$ cat src/rtl/trinity_genome_mutator.sv
// Ternary genome store that runs one sequencer pass per start and folds each returned
// mutation trit into its slot by saturating ternary addition; host write/read ports.
module trinity_genome_mutator #(
  parameter int GENOME_LEN = 16,
  parameter int ADDR_W     = 4
) (
  input  logic              clk,
  input  logic              rst_n,
  input  logic              start,
  output logic              busy,
  output logic              done,
  output logic              seq_enable,
  input  logic [1:0]        mutation_trit,
  input  logic              wr_en,
  input  logic [ADDR_W-1:0] wr_addr,
  input  logic [1:0]        wr_trit,
  input  logic [ADDR_W-1:0] rd_addr,
  output logic [1:0]        rd_trit,
  output logic [ADDR_W:0]   mut_count
);

  typedef enum logic [1:0] {IDLE, RUN, DONE} state_t;

  localparam logic [ADDR_W:0]   LEN_W    = (ADDR_W+1)'(GENOME_LEN);
  localparam logic [ADDR_W-1:0] LAST_IDX = ADDR_W'(GENOME_LEN - 1);

  state_t            state_q, state_d;
  logic [ADDR_W:0]   issue_idx_q, issue_idx_d;
  logic [ADDR_W-1:0] apply_idx_q, apply_idx_d;
  logic              apply_valid_q, apply_valid_d;
  logic              seq_enable_q, seq_enable_d;
  logic              busy_q, busy_d;
  logic              done_q, done_d;
  logic [1:0]        rd_trit_q, rd_trit_d;
  logic [ADDR_W:0]   mut_count_q, mut_count_d;
  logic [1:0]        genome_q [GENOME_LEN];
  logic [1:0]        genome_d [GENOME_LEN];

  // 11 is an unused code point and always collapses to Z.
  function automatic logic [1:0] norm(input logic [1:0] t);
    return (t == 2'b11) ? 2'b00 : t;
  endfunction

  function automatic logic [1:0] sat_add(input logic [1:0] a, input logic [1:0] b);
    logic [1:0] bn;
    bn = norm(b);
    if (bn == 2'b00)     return a;
    else if (a == 2'b00) return bn;
    else if (a == bn)    return a;
    else                 return 2'b00;
  endfunction

  always_comb begin
    state_d       = state_q;
    issue_idx_d   = issue_idx_q;
    apply_idx_d   = apply_idx_q;
    apply_valid_d = seq_enable_q;
    seq_enable_d  = 1'b0;
    done_d        = 1'b0;
    mut_count_d   = mut_count_q;
    genome_d      = genome_q;
    rd_trit_d     = ({1'b0, rd_addr} < LEN_W) ? genome_q[rd_addr] : 2'b00;

    case (state_q)
      IDLE, DONE: begin
        if (wr_en && ({1'b0, wr_addr} < LEN_W))
          genome_d[wr_addr] = norm(wr_trit);
        if (state_q == DONE) begin
          state_d = IDLE;
        end else if (start) begin
          state_d      = RUN;
          issue_idx_d  = '0;
          apply_idx_d  = '0;
          mut_count_d  = '0;
          seq_enable_d = 1'b1;
        end
      end
      RUN: begin
        if (seq_enable_q) begin
          issue_idx_d  = issue_idx_q + (ADDR_W+1)'(1);
          seq_enable_d = (issue_idx_q + (ADDR_W+1)'(1)) < LEN_W;
        end
        // The trit on the port now answers the enable issued one cycle ago.
        if (apply_valid_q) begin
          genome_d[apply_idx_q] = sat_add(genome_q[apply_idx_q], mutation_trit);
          apply_idx_d = apply_idx_q + ADDR_W'(1);
          if (norm(mutation_trit) != 2'b00)
            mut_count_d = mut_count_q + (ADDR_W+1)'(1);
          if (apply_idx_q == LAST_IDX) begin
            state_d = DONE;
            done_d  = 1'b1;
          end
        end
      end
      default: state_d = IDLE;
    endcase

    busy_d = (state_d == RUN);
  end

  always_ff @(posedge clk or negedge rst_n) begin
    if (!rst_n) begin
      state_q       <= IDLE;
      issue_idx_q   <= '0;
      apply_idx_q   <= '0;
      apply_valid_q <= 1'b0;
      seq_enable_q  <= 1'b0;
      busy_q        <= 1'b0;
      done_q        <= 1'b0;
      rd_trit_q     <= 2'b00;
      mut_count_q   <= '0;
      genome_q      <= '{default: 2'b00};
    end else begin
      state_q       <= state_d;
      issue_idx_q   <= issue_idx_d;
      apply_idx_q   <= apply_idx_d;
      apply_valid_q <= apply_valid_d;
      seq_enable_q  <= seq_enable_d;
      busy_q        <= busy_d;
      done_q        <= done_d;
      rd_trit_q     <= rd_trit_d;
      mut_count_q   <= mut_count_d;
      genome_q      <= genome_d;
    end
  end

  assign busy       = busy_q;
  assign done       = done_q;
  assign seq_enable = seq_enable_q;
  assign rd_trit    = rd_trit_q;
  assign mut_count  = mut_count_q;

endmodule
$ cat config.mk
export PLATFORM = sky130hd
export DESIGN_NAME = trinity_genome_mutator
export DESIGN_NICKNAME = d
export VERILOG_FILES = /design/src/rtl/trinity_genome_mutator.sv
export SDC_FILE = /design/constraint.sdc
export NUM_CORES = 1
export LEC_CHECK = 0
export CAP_MARGIN = 0
export CORE_UTILIZATION = 35
export CTS_BUF_LIST = sky130_fd_sc_hd__clkbuf_4
export CTS_CLUSTER_SIZE = 12
export DETAILED_ROUTE_END_ITERATION = 10
export PLACE_DENSITY = 0.58
export SYNTH_ARGS = -nofsm -noshare
export SYNTH_HDL_FRONTEND = slang
export SYNTH_SLANG_ARGS = --single-unit
$ cat constraint.sdc
create_clock -name clk -period 2.48 [get_ports clk]
set_clock_uncertainty 0.2 [all_clocks]
set_input_delay 0.496 -clock clk [delete_from_list [all_inputs] [get_ports clk]]
set_output_delay 0.496 -clock clk [all_outputs]
set_load 0.005 [all_outputs]
==> results.ini <==
[status]
status=finished clean

[cts]
clock-sinks=54
cts.htree.levels=2
insertion_delay_ns=0.39
postCtsSetupRepairBufs=0
clk_pin_slew_worst_paths_ns=0.18
cts_tree=yes
cts_root_buf=clkbuf_4
clk_path_buf_depth=2
numCtsBuffers=5

[synthesis]
ys_ff_latch=54
synthTopCellsByCount=dfrtp_1 (54), nand2_1 (42), o22ai_1 (30), nor2_1 (29), a21oi_1 (22)
syn_nets=402
yosysTopAreaCell=dfrtp_1
synth_edf_count=0
netlist_instances=378
yosysSeqAreaShare_pct=36.9
synth_flop_cell=dfrtp_1
synth_area_mm2=0.00366
ys_async_sr_fraction_pct=100
synth.most_common_cell=dfrtp_1
synth_top_area_share_pct=36.9
synth_area_per_cell_um2=9.69
synth_area_leaders=dfrtp_1 (37%), mux4_2 (7.4%), o22ai_1 (5.1%)
synth_cell_types=57
ys_warn_count=0

[routing]
first_iter_violations=429
avgRoutedWirePerCell_um=19.3
drt-total-wl_um=10800
final_antenna_net_count=0
vias=3292
drc=0
via_per_inst=5.90
drt_first_pass_iters=5

[global_routing]
grtUsageTotal_pct=20.8
first_global_vias=3279
grt_overflow_total=0
antenna_found_initial=1
grt_max_degree=55
grt_pass1_wl_um=17900

[critical_path]
reg2reg_depth=7
end_kind=register
r2r_slack_ns=0.16
worstPathArrival_ns=2.43
critPathKind=register to register
required_ns=2.59
path_max_fanout=16
start_kind=register

[final_layout]
drive_gt1_share_pct=19.1
fillers=981
finish.net_count=447
area_delta_synth_final_pct=19.4
seq_area_mm2=0.00135
final_cell_area_mm2=0.00437
multi_input_area_mm2=0.00214

[floorplan]
start_util_pct=36.8
die_h_um=104
die_w_um=104
dieArea_mm2=0.0109
rows=36
io_pins=26
core_area_mm2=0.00995

[sta]
setup_viol=0
rsz0062_at_grt=false
relSlewSlack_pct=41.5
tightest_slew_ns=0.876
worst_slack_ns=0.162
hold_viol=0
maxSlewViolCount=0
hold_slack_ns=0.279
fin_crit_ns=2.32
period_share_pct=93.5
maxClockFrequency_mhz=431

[power_and_ir_drop]
power_mw=4.98
leakagePower_nw=1.67
peakVddDrop_mv=0.602
power_density_mw_per_mm2=1140

[placement]
gp_congestion=0.870
hpwl_um=7760
dp_slack_ns=-0.0695
io_buffer_count=25
dpl-instance-area_mm2=0.00430

[hold_path]
holdPathStages=0
min_path_type=register to register

[job]
drv_cap=0

==> registers in the layout, indices dropped and copies added (netlist names) <==
register and flops:
genome_q 32, issue_idx_q 5, mut_count 5, apply_idx_q 4, rd_trit 2, state_q 2
apply_valid_q 1, busy 1, done 1, seq_enable 1
==> layout by cell type (no fill, tap or decap), drive strengths merged, types with 2 or more instances in the layout <==
cell           count
a21oi             23
o21a               5
nor3b              4
o22ai             31
a22oi              4
clkbuf             5
clkdlybuf4s50     24
a31oi             15
clkinv             2
mux2i             15
a22o               5
nand2b             6
inv                7
and3               2
nand4             10
nor2b             10
dfrtp             54
nand2             44
and2               2
a41oi             11
nor3               4
nand3             11
o21ai             13
mux4              12
buf               39
a21o               3
nor2              29
o221a              2
xor2               7
ha                 8
==> cells by family after synthesis <==
| family | share of synthesized area [%] |
|---|---|
| and+or+nand+nor | 17.6 |
| AOI/OAI and AO/OA | 24.7 |
| DFF | 36.9 |
| buffers and inverters | 4.75 |
| muxes | 11.5 |
| xor gates and xnor gates | 1.91 |
| adders and majority gates | 2.73 |
==> where the power goes <==
group | switching [mW] | leakage, nW | internal, mW
Sequential | 0.433 | 0.633 | 1.25
Combinational | 1.58 | 1.00 | 1.29
Clock | 0.311 | 0.0312 | 0.111
Total | 2.33 | 1.67 | 2.66
==> metal layers <==
| layer | global-route usage (%) | wire length, um | vias up |
|---|---|---|---|
| met1 | 28.7 | 4910 | 1618 |
| li1 | - | - | 1534 |
| met5 | 0 | 0 | - |
| met4 | 7.96 | 257 | 0 |
| met3 | 2.88 | 561 | 26 |
| met2 | 32.8 | 5030 | 114 |
==> layout make-up <==
class / count / area share, %
antenna: 1 / 0.0572
clock buffer: 5 / 0.858
clock inverter: 3 / 0.486
inverter: 7 / 0.601
multi-input combinational: 291 / 48.9
sequential: 54 / 30.9
tap: 133 / 3.81
timing repair buffer: 64 / 14.4
==> worst max-delay path, cell delays in order, from the launching register on <==
cell	delay (ns)
dfrtp_2	0.49
mux4_2	0.52
mux2i_1	0.20
nand2_1	0.12
o21a_4	0.19
o2bb2ai_4	0.15
buf_12	0.16
a41oi_1	0.20
==> path summary, 6_finish.rpt <==
path / startpoint / endpoint
max in group asynchronous: rst_n / genome_q[7]$_DFFE_PN0P_
max reg2reg: apply_idx_q[0]$_DFFE_PN0P_ / genome_q[15]$_DFFE_PN0P_
min in group asynchronous: rst_n / mut_count[4]$_DFFE_PN0P_
max: apply_idx_q[0]$_DFFE_PN0P_ / genome_q[15]$_DFFE_PN0P_
min: seq_enable$_DFF_PN0_ / apply_valid_q$_DFF_PN0_
min reg2reg: seq_enable$_DFF_PN0_ / apply_valid_q$_DFF_PN0_
==> per-stage QoR <==
step / TNS [ns] / cells / utilization, %
global route: 0 / 558 / 43.9
CTS: 0 / 557 / 43.9
finish: 0 / 558 / 43.9
detailed placement: -0.717 / 548 / 43.2
global placement: -0.407 / 548 / 43.2
floorplan: 0 / 378 / -
==> repair_timing <==
item,CTS,global route
endpoints found under the hold margin,54,0
endpoints found under the setup margin,0,14
gates resized for setup,0,1
hold buffers,1,0
(Power assumes the default switching activity.)
